===== config.mk =====
export PLATFORM = sky130hd
export DESIGN_NAME = spi_master_ctrl_flat
export DESIGN_NICKNAME = d
export VERILOG_FILES = /design/src/rtl/spi_master_ctrl_if.sv /design/src/rtl/spi_master_ctrl.sv /design/src/flat_wrapper.sv
export SDC_FILE = /design/constraint.sdc
export NUM_CORES = 1
export LEC_CHECK = 0
export CORE_UTILIZATION = 52
export CTS_CLUSTER_SIZE = 14
export DETAILED_ROUTE_END_ITERATION = 8
export GPL_TIMING_DRIVEN = 0
export PLACE_DENSITY = 0.78
export SLEW_MARGIN = 40
export SYNTH_ARGS = -nofsm -noshare
export SYNTH_HDL_FRONTEND = slang
export SYNTH_SLANG_ARGS = --single-unit
export TNS_END_PERCENT = 5

===== constraint.sdc =====
create_clock -name clk -period 2.6 [get_ports clk]
set_input_delay 0.26 -clock clk [delete_from_list [all_inputs] [get_ports clk]]
set_output_delay 0.26 -clock clk [all_outputs]
set_load 0.02 [all_outputs]

===== src/rtl/spi_master_ctrl_if.sv =====
// rtl/spi_master_ctrl_if.sv - host and SPI pin bundle for spi_master_ctrl
// lsb_first exists only when SPI_MASTER_LSB_FIRST_EN is defined.
interface spi_master_ctrl_if #(
  parameter int DATA_W = 8,
  parameter int NUM_CS = 3
);
  localparam int CS_W = (NUM_CS > 1) ? $clog2(NUM_CS) : 1;

  logic              start;
  logic [DATA_W-1:0] tx_data;
  logic [CS_W-1:0]   cs_sel;
  logic              cpol;
  logic              cpha;
  logic              miso;
`ifdef SPI_MASTER_LSB_FIRST_EN
  logic              lsb_first;
`endif
  logic              sclk;
  logic              mosi;
  logic [NUM_CS-1:0] cs_n;
  logic [DATA_W-1:0] rx_data;
  logic              busy;
  logic              done;

  modport master (
`ifdef SPI_MASTER_LSB_FIRST_EN
    input  lsb_first,
`endif
    input  start, tx_data, cs_sel, cpol, cpha, miso,
    output sclk, mosi, cs_n, rx_data, busy, done
  );

  modport slave (
`ifdef SPI_MASTER_LSB_FIRST_EN
    output lsb_first,
`endif
    output start, tx_data, cs_sel, cpol, cpha, miso,
    input  sclk, mosi, cs_n, rx_data, busy, done
  );
endinterface


===== src/rtl/spi_master_ctrl.sv =====
// rtl/spi_master_ctrl.sv - SPI master, fixed SCLK divider, per-transfer CPOL/CPHA
// Optional LSB-first ordering is enabled by SPI_MASTER_LSB_FIRST_EN.
module spi_master_ctrl #(
  parameter int DATA_W  = 8,
  parameter int NUM_CS  = 3,
  parameter int CLK_DIV = 2
) (
  input logic               clk,
  input logic               reset,
  spi_master_ctrl_if.master bus
);
  localparam int CS_W   = (NUM_CS > 1) ? $clog2(NUM_CS) : 1;
  localparam int DIV_W  = $clog2(CLK_DIV) + 1;
  localparam int EDGE_W = $clog2(2 * DATA_W) + 1;

  typedef enum logic [1:0] {IDLE, SETUP, XFER, HOLD} state_t;

  state_t              state_q, state_d;
  logic [DIV_W-1:0]    div_q, div_d;
  logic [EDGE_W-1:0]   edge_q, edge_d;
  logic [DATA_W-1:0]   tx_q, tx_d;
  logic [DATA_W-1:0]   rx_sr_q, rx_sr_d;
  logic [DATA_W-1:0]   rx_data_q, rx_data_d;
  logic [CS_W-1:0]     sel_q, sel_d;
  logic [NUM_CS-1:0]   cs_n_q, cs_n_d;
  logic                cpol_q, cpol_d;
  logic                cpha_q, cpha_d;
  logic                sclk_q, sclk_d;
  logic                mosi_q, mosi_d;
  logic                busy_q, busy_d;
  logic                done_q, done_d;
  logic                accept;
  logic                lsb_in;
  logic                lsb_q;
  logic                period_end;
  logic                last_edge;

`ifdef SPI_MASTER_LSB_FIRST_EN
  assign lsb_in = bus.lsb_first;
  always_ff @(posedge clk) begin
    if (reset)       lsb_q <= 1'b0;
    else if (accept) lsb_q <= bus.lsb_first;
  end
`else
  assign lsb_in = 1'b0;
  assign lsb_q  = 1'b0;
`endif

  function automatic logic head(input logic [DATA_W-1:0] w, input logic lsb);
    return lsb ? w[0] : w[DATA_W-1];
  endfunction

  function automatic logic [DATA_W-1:0] drop(input logic [DATA_W-1:0] w, input logic lsb);
    return lsb ? (w >> 1) : (w << 1);
  endfunction

  // LSB-first receive shifts in from the top so rx_data keeps natural weights.
  function automatic logic [DATA_W-1:0] push(input logic [DATA_W-1:0] w, input logic b,
                                             input logic lsb);
    return lsb ? {b, w[DATA_W-1:1]} : {w[DATA_W-2:0], b};
  endfunction

  assign period_end = (div_q == DIV_W'(CLK_DIV - 1));
  assign last_edge  = (edge_q == EDGE_W'(2 * DATA_W - 1));

  always_comb begin
    state_d   = state_q;
    div_d     = div_q;
    edge_d    = edge_q;
    tx_d      = tx_q;
    rx_sr_d   = rx_sr_q;
    rx_data_d = rx_data_q;
    sel_d     = sel_q;
    cpol_d    = cpol_q;
    cpha_d    = cpha_q;
    sclk_d    = sclk_q;
    mosi_d    = mosi_q;
    done_d    = 1'b0;
    accept    = 1'b0;
    unique case (state_q)
      IDLE: begin
        sclk_d = bus.cpol;
        mosi_d = 1'b0;
        // The done cycle refuses a new start so cs_n stays high for two cycles.
        if (bus.start && !done_q && (int'(bus.cs_sel) < NUM_CS)) begin
          accept  = 1'b1;
          state_d = SETUP;
          div_d   = '0;
          edge_d  = '0;
          sel_d   = bus.cs_sel;
          cpol_d  = bus.cpol;
          cpha_d  = bus.cpha;
          rx_sr_d = '0;
          if (!bus.cpha) begin
            mosi_d = head(bus.tx_data, lsb_in);
            tx_d   = drop(bus.tx_data, lsb_in);
          end else begin
            tx_d   = bus.tx_data;
          end
        end
      end
      SETUP: begin
        div_d = div_q + DIV_W'(1);
        if (period_end) begin
          div_d   = '0;
          state_d = XFER;
        end
      end
      XFER: begin
        div_d = div_q + DIV_W'(1);
        if (period_end) begin
          div_d  = '0;
          sclk_d = ~sclk_q;
          edge_d = edge_q + EDGE_W'(1);
          if (edge_q[0] == cpha_q) begin
            rx_sr_d = push(rx_sr_q, bus.miso, lsb_q);
          end else if (!last_edge) begin
            mosi_d = head(tx_q, lsb_q);
            tx_d   = drop(tx_q, lsb_q);
          end
          if (last_edge) state_d = HOLD;
        end
      end
      HOLD: begin
        div_d = div_q + DIV_W'(1);
        if (period_end) begin
          div_d     = '0;
          state_d   = IDLE;
          done_d    = 1'b1;
          rx_data_d = rx_sr_q;
          sclk_d    = cpol_q;
          mosi_d    = 1'b0;
        end
      end
    endcase
    busy_d = (state_d != IDLE);
    cs_n_d = '1;
    if (busy_d) cs_n_d[sel_d] = 1'b0;
  end

  always_ff @(posedge clk) begin
    if (reset) begin
      state_q   <= IDLE;
      div_q     <= '0;
      edge_q    <= '0;
      tx_q      <= '0;
      rx_sr_q   <= '0;
      rx_data_q <= '0;
      sel_q     <= '0;
      cs_n_q    <= '1;
      cpol_q    <= 1'b0;
      cpha_q    <= 1'b0;
      sclk_q    <= 1'b0;
      mosi_q    <= 1'b0;
      busy_q    <= 1'b0;
      done_q    <= 1'b0;
    end else begin
      state_q   <= state_d;
      div_q     <= div_d;
      edge_q    <= edge_d;
      tx_q      <= tx_d;
      rx_sr_q   <= rx_sr_d;
      rx_data_q <= rx_data_d;
      sel_q     <= sel_d;
      cs_n_q    <= cs_n_d;
      cpol_q    <= cpol_d;
      cpha_q    <= cpha_d;
      sclk_q    <= sclk_d;
      mosi_q    <= mosi_d;
      busy_q    <= busy_d;
      done_q    <= done_d;
    end
  end

  assign bus.sclk    = sclk_q;
  assign bus.mosi    = mosi_q;
  assign bus.cs_n    = cs_n_q;
  assign bus.rx_data = rx_data_q;
  assign bus.busy    = busy_q;
  assign bus.done    = done_q;
endmodule


===== src/flat_wrapper.sv =====
// flat-port wrapper written by rule: the top's interface ports become plain ports
module spi_master_ctrl_flat 
#(
  parameter int DATA_W  = 8,
  parameter int NUM_CS  = 3,
  parameter int CLK_DIV = 2
)
  (clk, reset, bus_start, bus_tx_data, bus_cs_sel, bus_cpol, bus_cpha, bus_miso, bus_sclk, bus_mosi, bus_cs_n, bus_rx_data, bus_busy, bus_done);
  spi_master_ctrl_if #(.DATA_W(DATA_W), .NUM_CS(NUM_CS)) bus_i ();
  input logic clk;
  input logic reset;
  input wire logic [$bits(bus_i.start)-1:0] bus_start;
  input wire logic [$bits(bus_i.tx_data)-1:0] bus_tx_data;
  input wire logic [$bits(bus_i.cs_sel)-1:0] bus_cs_sel;
  input wire logic [$bits(bus_i.cpol)-1:0] bus_cpol;
  input wire logic [$bits(bus_i.cpha)-1:0] bus_cpha;
  input wire logic [$bits(bus_i.miso)-1:0] bus_miso;
  output wire logic [$bits(bus_i.sclk)-1:0] bus_sclk;
  output wire logic [$bits(bus_i.mosi)-1:0] bus_mosi;
  output wire logic [$bits(bus_i.cs_n)-1:0] bus_cs_n;
  output wire logic [$bits(bus_i.rx_data)-1:0] bus_rx_data;
  output wire logic [$bits(bus_i.busy)-1:0] bus_busy;
  output wire logic [$bits(bus_i.done)-1:0] bus_done;
  assign bus_i.start = bus_start;
  assign bus_i.tx_data = bus_tx_data;
  assign bus_i.cs_sel = bus_cs_sel;
  assign bus_i.cpol = bus_cpol;
  assign bus_i.cpha = bus_cpha;
  assign bus_i.miso = bus_miso;
  assign bus_sclk = bus_i.sclk;
  assign bus_mosi = bus_i.mosi;
  assign bus_cs_n = bus_i.cs_n;
  assign bus_rx_data = bus_i.rx_data;
  assign bus_busy = bus_i.busy;
  assign bus_done = bus_i.done;
  spi_master_ctrl #(.DATA_W(DATA_W), .NUM_CS(NUM_CS), .CLK_DIV(CLK_DIV)) u_core (.clk(clk), .reset(reset), .bus(bus_i));
endmodule

Yosys cells after proc, flatten, opt, wreduce, memory -nomap -nowiden
Cells that the tools add are included.

storage, ports and cells
  input port bits = 16
  logic and storage cells = 90
  output and inout bits = 15
  register bits after elaboration = 44

cells by class
  bitwise gates (word level) = 4
  magnitude comparators = 3
  muxes and demuxes = 37
  eq/ne operators = 12
  reduce and logical (&&, ||, !) cells = 18
  add/sub/neg operators = 2

operators by type and width
  operator                                                                      count
  8-bit two-way mux                                                             8
  8-bit one-hot mux with 2 select lines                                         2
  2-bit two-way mux                                                             9
  1-bit two-way mux                                                             10
  5-bit two-way mux                                                             2
  5-bit one-hot mux with 2 select lines                                         1
  5-bit AND reduction                                                           2
  2-bit by 1-bit inequality test with 1-bit output, second input constant       4
  2-bit one-hot mux with 4 select lines                                         1
  1-bit one-hot mux with 3 select lines                                         2
  3-bit AND reduction                                                           2
  5-bit by 1-bit adder with 5-bit output, second input constant                 1
  5-bit by 4-bit equality test with 1-bit output, second input constant         1
  2-bit by 1-bit equality test with 1-bit output, second input constant         2
  2-bit equality test, second input constant                                    2
  2-bit inequality test, second input constant                                  2
  2-bit one-hot mux with 2 select lines                                         1
  2-bit AND reduction                                                           2
  4-bit AND reduction                                                           1
  2-bit nonzero test                                                            2
  2-bit OR reduction                                                            2
  1-bit logical AND                                                             3
  2-bit by 3-bit less-than comparator with 1-bit output, second input constant  1
  1-bit inverter                                                                3
  10 further kinds                                                              10

Logic depth before layout (Yosys ltp)
Gate-level depths: netlist (run 1).

  depth in word-level cells = 10
  gate-level depth with buffers = 8
  depth with buffers taken out = 7

Least setup slack after synthesis (run 1)
Ideal clock, no wire load.

  kind = reg2reg
  from = reg u_core.edge_q[0]
  to = reg u_core.tx_q[7]
  required time = 2.530 ns
  library setup time = 0.070 ns
  stages on the path, launching flop included = 9
  path slack = 0.669 ns
  period minus slack after synthesis = 1.931 ns
  arrival = 1.861 ns
  buffers on the path = 1
  cells stage by stage = dfxtp_1 -> ha_1 -> and3_1 -> ha_1 -> inv_1 -> a21oi_1 -> clkbuf_1 -> or4b_1 -> a21oi_1

between the ends
  cells in the longest elaborated chain, start to end = 3
  elaborated cells on any way between the ends = 5
  those cells by class = eq/ne (4); reduce/logical (1)

ends and longest elaborated chain
  element                                                                                line                                           text
  from (decl)                                                                            spi_master_ctrl.sv:20                          logic [EDGE_W-1:0] edge_q, edge_d;
  from (signal assigned)                                                                 spi_master_ctrl.sv:160                         edge_q <= edge_d;
  5-bit by 4-bit equality test with 1-bit output or 1-bit equality test (tied branches)  spi_master_ctrl.sv:64, spi_master_ctrl.sv:115
  2-bit inequality test (no line)                                                        n/a
  5-bit AND reduction (no line) (*)                                                      n/a
  to (signal assigned)                                                                   spi_master_ctrl.sv:161                         tx_q <= tx_d;
  to (decl)                                                                              spi_master_ctrl.sv:21                          logic [DATA_W-1:0] tx_q, tx_d;

Mark *: on every way between the ends. The rest lies on a longest branch, timed or not.
A chain may end at the register's enable or synchronous reset.

Worst setup path after layout (run 1)
  from = reg u_core.edge_q[0]
  to = reg u_core.tx_q[6]

Same word-level chain as after synthesis.

==> flow_summary.json, run 1 <==
{
  "outcome": "completed",
  "ant_nets": 0,
  "clk_path_buf_depth": 2,
  "synth-async-reset-ratio_pct": 0,
  "fin_worst_skew_ns": 0.0129,
  "hold_violations": 0,
  "synthCells": 224,
  "ys_top_cells_by_count": "44 x dfxtp_1, 29 x nand2_1, 25 x a21oi_1",
  "yosys.area_share.adder_pct": 1.31,
  "netlist_area_um2": 1910,
  "grt_max_degree": 16,
  "r2r_cells": 8,
  "wl_met1_um": 2060,
  "synthFlopType": "dfxtp_1",
  "hold_class": "in -> reg",
  "yosys.area_share.simple_pct": 24.1,
  "fmax_mhz": 449,
  "post_cts_resized": 0,
  "netlist.area_leader.share_pct": 46.2,
  "min_period_over_period_pct": 85.6,
  "grtUsageTotal_pct": 22.8,
  "grt_pass1_wl_um": 7120,
  "regArea_um2": 881,
  "cts_tree": "built",
  "slew_headroom_pct": 57.5,
  "ys_warn_count": 0,
  "gp_congestion": 0.872,
  "yosys-mux-area-fraction_pct": 5.77,
  "diodes": 0,
  "fin_util_pct": 68.6,
  "r2r_setup_slack_ns": 0.38,
  "syn_area_per_cell_um2": 8.51,
  "worstPathMaxFanout": 10,
  "synth_top_family_by_area": "simple AND/OR/NAND/NOR gates",
  "layout-drive-gt1-share_pct": 4.98,
  "synth_cell_types": 33,
  "drt-total-wl_um": 4120,
  "antenna_found_initial": 0,
  "dp_hpwl_um": 2920,
  "wl_per_cell_um": 13.4,
  "hold-path-cell-count": 3,
  "postCtsSetupRepairBufs": 0,
  "synth-edff-count": 0,
  "tns_ns": 0,
  "vias": 1721,
  "start_kind": "flip-flop",
  "worstPathRequired_ns": 2.90,
  "rows": 21,
  "cts.sinks": 44,
  "grt-ovfl-total": 0,
  "syn_nets": 242,
  "vdd_drop_max_mv": 0.424,
  "powerDensity_nw_per_um2": 567,
  "clk_latency_ns": 0.35,
  "drtIter0Drc": 133,
  "area_growth_pct": 22.9,
  "fin_crit_ns": 2.22,
  "maxSlewViolCount": 0,
  "h-tree-depth": 2,
  "yosys_register_bits": 44,
  "drc": 0,
  "cellLeakagePower_nw": 0.884,
  "rsz0062_at_grt": "no",
  "synth_top_cell_by_area": "dfxtp_1",
  "highest-signal-layer": "met4",
  "numCtsBuffers": 5,
  "first_pass_iters": 4,
  "drv_cap": 0,
  "io_buffers": 29,
  "ys_seq_area_share_pct": 46.2,
  "dieArea_um2": 3910,
  "nNetsFinal": 278,
  "ys_top_cells_by_area": "dfxtp_1 46%, a21oi_1 6.6%, mux2i_1 5.8%, nand2_1 5.7%, nor2_1 4.1%",
  "ios": 31,
  "start_util_pct": 55.8,
  "crit_type": "reg -> reg",
  "dieHeight_um": 62.6,
  "wl_met3_um": 147,
  "grt_pass1_vias": 1548,
  "path_clk_slew_ns": 0.14,
  "holdBufCountCts": 0,
  "synthXorXnorAreaFrac_pct": 0.919,
  "multi_input_area_um2": 951,
  "cts-root-buf": "clkbuf_4",
  "core-area_um2": 3420,
  "end_kind": "flip-flop",
  "synth_compound_area_share_pct": 17.5,
  "finalSetupViolations": 0,
  "tightestPinTransition_ns": 0.638,
  "fill_cells": 291,
  "critical_path_arrival_ns": 2.52,
  "die_width_um": 62.6,
  "yosysMostFrequentCell": "dfxtp_1",
  "wl_met2_um": 1860,
  "avgViaCountPerCell": 5.61
}
## sequential cells by signal, indices dropped and copies added (netlist names)
signal	count
u_core.bus.busy	1
u_core.bus.cs_n	3
u_core.bus.done	1
u_core.bus.mosi	1
u_core.bus.rx_data	8
u_core.bus.sclk	1
u_core.cpha_q	1
u_core.cpol_q	1
u_core.div_q	2
u_core.edge_q	5
u_core.rx_sr_q	8
u_core.sel_q	2
u_core.state_q	2
u_core.tx_q	8
## per-stage QoR
step                hold WS, ns  power, mW  worst slack, ns  cell area [µm²]  cells
finish                    0.434       1.33            0.375             2340    307
global route              0.463       1.40            0.226             2340    307
CTS                       0.430       1.34            0.386             2340    307
detailed placement        0.448      0.907            0.405             2260    299
global placement          0.441      0.904            0.406             2250    299
floorplan                 0.367      0.838            0.669             1910    224
## layer usage
metal  vias up  global-route usage [%]
li1        870                       -
met1       808                    31.5
met2        36                    34.4
met3         7                    4.38
met4         0                    9.88
met5         -                       0
## critical path, stage by stage, from the launching register on
cell and delay (ns):
dfxtp_1 0.38, ha_1 0.24, and3_1 0.19, ha_1 0.22
inv_1 0.08, a21oi_1 0.13, clkbuf_1 0.25, or4b_1 0.56
a21oi_1 0.13
## cell families after synthesis
group | after synthesis
xor+xnor | 2
simple gates | 90
buf+inv | 20
compound gates | 55
flops | 44
mux | 11
fa+ha+maj | 2
## where the power goes
| part | internal, mW | switching, mW | total (mW) |
|---|---|---|---|
| registers | 0.698 | 0.0144 | 0.713 |
| logic | 0.0803 | 0.102 | 0.183 |
| clock network | 0.206 | 0.229 | 0.434 |
| total | 0.984 | 0.345 | 1.33 |
## cells in the final DEF (no fill, tap or decap), drive strengths merged, types with 2 or more instances in the layout
cell type	synthesis	layout
nand4	5	5
nand3	5	5
nor2	21	21
or4b	7	7
a211oi	2	2
nor2b	2	2
nand2	29	29
and3	4	4
a21oi	25	25
dfxtp	44	44
nor3b	2	2
or3	2	2
nor3	5	5
nand2b	2	2
mux2i	11	11
inv	4	5
a22o	8	8
buf	4	4
clkdlybuf4s50	0	29
xor2	2	2
and2	3	3
o21ai	13	13
ha	2	2
clkbuf	12	17
## path summary, 6_finish.rpt
check                        start                     to
max               u_core.edge_q[0]         u_core.tx_q[6]
min                       bus_cpha         u_core.tx_q[0]
max reg2reg       u_core.edge_q[0]         u_core.tx_q[6]
min reg2reg  u_core.bus.rx_data[6]  u_core.bus.rx_data[6]
## cell type report
type | count | share of cell area, %
plain buffers | 16 | 2.78
inverters | 4 | 0.641
clock buffers | 5 | 1.60
well taps | 46 | 2.46
repair buffers | 29 | 12.4
multi-input cells | 160 | 40.6
flip-flops and latches | 44 | 37.6
clock inverters | 3 | 1.98
Power figures use the tool's default switching activity.
==> run 2, diff against run 1 <==
- CORE_UTILIZATION: 52 -> 55
- CTS_BUF_LIST: not set -> sky130_fd_sc_hd__clkbuf_2
- PLACE_DENSITY: 0.78 -> 0.82
- TNS_END_PERCENT: 5 -> 50
==> run 2 against run 1 <==
Net effect:
- via count shrank 0.64%
- sequential share of layout area increased by 0.65 points
- register-to-register slack got worse by 0.06 ns
- non-clock buffer count did not move
- critical path depth is the same
- maximum frequency down 2.6%
- global-route usage grew 2.2 points
- sequential power hardly changed
- power fell by 11%
- clock power down 33%
- first-iteration DRC count shrank 32%
- count of clock-buffer cells in the layout stayed put
==> flow_summary.json, run 2 (synthesized netlist as in run 1, its figures left out) <==
{
  "outcome": "completed",
  "drc": 0,
  "hold_class": "in -> reg",
  "fin_util_pct": 69.0,
  "rows": 21,
  "clk_path_buf_depth": 2,
  "ant_nets": 0,
  "cts-root-buf": "clkbuf_2",
  "most-common-layout-cells": "44 x dfxtp_1, 29 x nand2_1, 29 x clkdlybuf4s50_1, 25 x a21oi_1, 21 x nor2_1",
  "hold-path-cell-count": 3,
  "worstPathRequired_ns": 2.96,
  "clkPwrFrac_pct": 24.4,
  "clk_latency_ns": 0.43,
  "r2r_cells": 8,
  "powerDensity_nw_per_um2": 514,
  "drt-total-wl_um": 4220,
  "grt_pass1_vias": 1461,
  "fin_worst_skew_ns": 0.0309,
  "first_pass_iters": 4,
  "seqPwrFrac_pct": 60.3,
  "rsz0062_at_grt": "no",
  "sw_frac_of_total_pct": 28.7,
  "path_clk_slew_ns": 0.23,
  "grt_max_degree": 15,
  "start_util_pct": 57.1,
  "p_switching_mw": 0.340,
  "multi_input_area_um2": 951,
  "tightestPinTransition_ns": 0.692,
  "hold_violations": 0,
  "grt-ovfl-total": 0,
  "tns_ns": 0,
  "diodes": 0,
  "end_kind": "flip-flop",
  "min_period_over_period_pct": 87.8,
  "grtUsageTotal_pct": 25.0,
  "cts_tree": "built",
  "cts.sinks": 44,
  "fill_cells": 298,
  "slew_headroom_pct": 53.9,
  "worstPathMaxFanout": 10,
  "antenna_found_initial": 0,
  "critPathSlowestCell": "or4b_1",
  "regArea_um2": 881,
  "drtIter0Drc": 91,
  "h-tree-depth": 2,
  "gp_congestion": 0.873,
  "dp_cells": 299,
  "start_kind": "flip-flop",
  "combPwrFrac_pct": 15.3,
  "pre_cts_slack_ns": 0.396,
  "dieHeight_um": 60.9,
  "maxSlewViolCount": 0,
  "area_growth_pct": 20.8,
  "post_cts_resized": 0,
  "crit_type": "reg -> reg",
  "holdBufCountCts": 0,
  "dieArea_um2": 3710,
  "crit_chain": "ha_1, and3_1, ha_1, inv_1, a21oi_1, clkbuf_1, or4b_1, a21oi_1",
  "vdd_drop_max_mv": 0.340,
  "numCtsBuffers": 5,
  "cpPeakStageDelay_ns": 0.54,
  "finalSetupViolations": 0,
  "cellLeakagePower_nw": 0.875,
  "stdcell_count": 307,
  "fin_crit_ns": 2.28,
  "ios": 31,
  "drv_cap": 0,
  "vias": 1710,
  "wl_per_cell_um": 13.7,
  "total_power_mw": 1.19,
  "nNetsFinal": 278,
  "postCtsSetupRepairBufs": 0,
  "dp_hpwl_um": 2990,
  "internal_power_mw": 0.845,
  "avgViaCountPerCell": 5.57,
  "final_common_cell": "dfxtp_1",
  "layout-drive-gt1-share_pct": 4.98,
  "fin_ws_ns": 0.316,
  "core-area_um2": 3340,
  "critical_path_arrival_ns": 2.65,
  "grt_pass1_wl_um": 6800,
  "die_width_um": 60.9,
  "fmax_mhz": 438,
  "io_buffers": 29
}
-- run 2: cell count changes in the layout (fill, tap and decap cells not counted), sizes merged --
cell      change
bufinv        -1
clkinv        +3
clkinvlp      -1
inv           -1
-- run 2: worst paths after layout --
kind / start / endpoint / slack [ns]
hold reg to reg: u_core.edge_q[4] / u_core.edge_q[4] / 0.47
hold / removal: bus_cpha / u_core.tx_q[0] / 0.36
setup / recovery: u_core.edge_q[0] / u_core.tx_q[6] / 0.32
setup reg to reg: u_core.edge_q[0] / u_core.tx_q[6] / 0.32
-- run 2: final cells by class --
class / count / area share [%]
multi-input combinational: 160 / 41.3
sequential: 44 / 38.2
timing repair buffer: 29 / 12.6
buffer: 16 / 2.82
tap: 46 / 2.50
clock buffer: 5 / 1.09
clock inverter: 3 / 0.815
inverter: 4 / 0.652
-- run 2: per-stage QoR --
| step | hold slack [ns] | cell area [µm²] |
|---|---|---|
| after floorplan | 0.367 | 1910 |
| after global placement | 0.443 | 2250 |
| after detailed placement | 0.444 | 2260 |
| after CTS | 0.337 | 2300 |
| after global routing | 0.378 | 2300 |
| final | 0.360 | 2300 |
-- run 2: power by group through the flow --
stage / combinational, mW / clock [mW] / sequential [mW]
final: 0.181 / 0.289 / 0.715
after global routing: 0.199 / 0.324 / 0.719
after detailed placement: 0.179 / 0 / 0.728
after floorplan: 0.105 / 0 / 0.732
after global placement: 0.176 / 0 / 0.727
after CTS: 0.180 / 0.295 / 0.714
-- run 2: worst max-delay path, delay by kind of cell, from the launching register on --
kind | cells | cell delay, ns
buffers and inverters | 2 | 0.32
adder cells (fa/ha/maj) | 2 | 0.48
AND/OR/NAND/NOR | 2 | 0.73
AO/OA/AOI/OAI | 2 | 0.28
flip-flops | 1 | 0.41
-- run 2: layer usage --
metal | share of wire, % | wire length, µm | up-vias | GRT usage [%]
met2 | 44 | 1870 | 43 | 37.2
met3 | 4.2 | 176 | 10 | 7.25
met1 | 50 | 2100 | 781 | 34.7
met5 | 0 | 0 | - | 0
met4 | 1.7 | 70 | 0 | 8.77
li1 | - | - | 876 | -
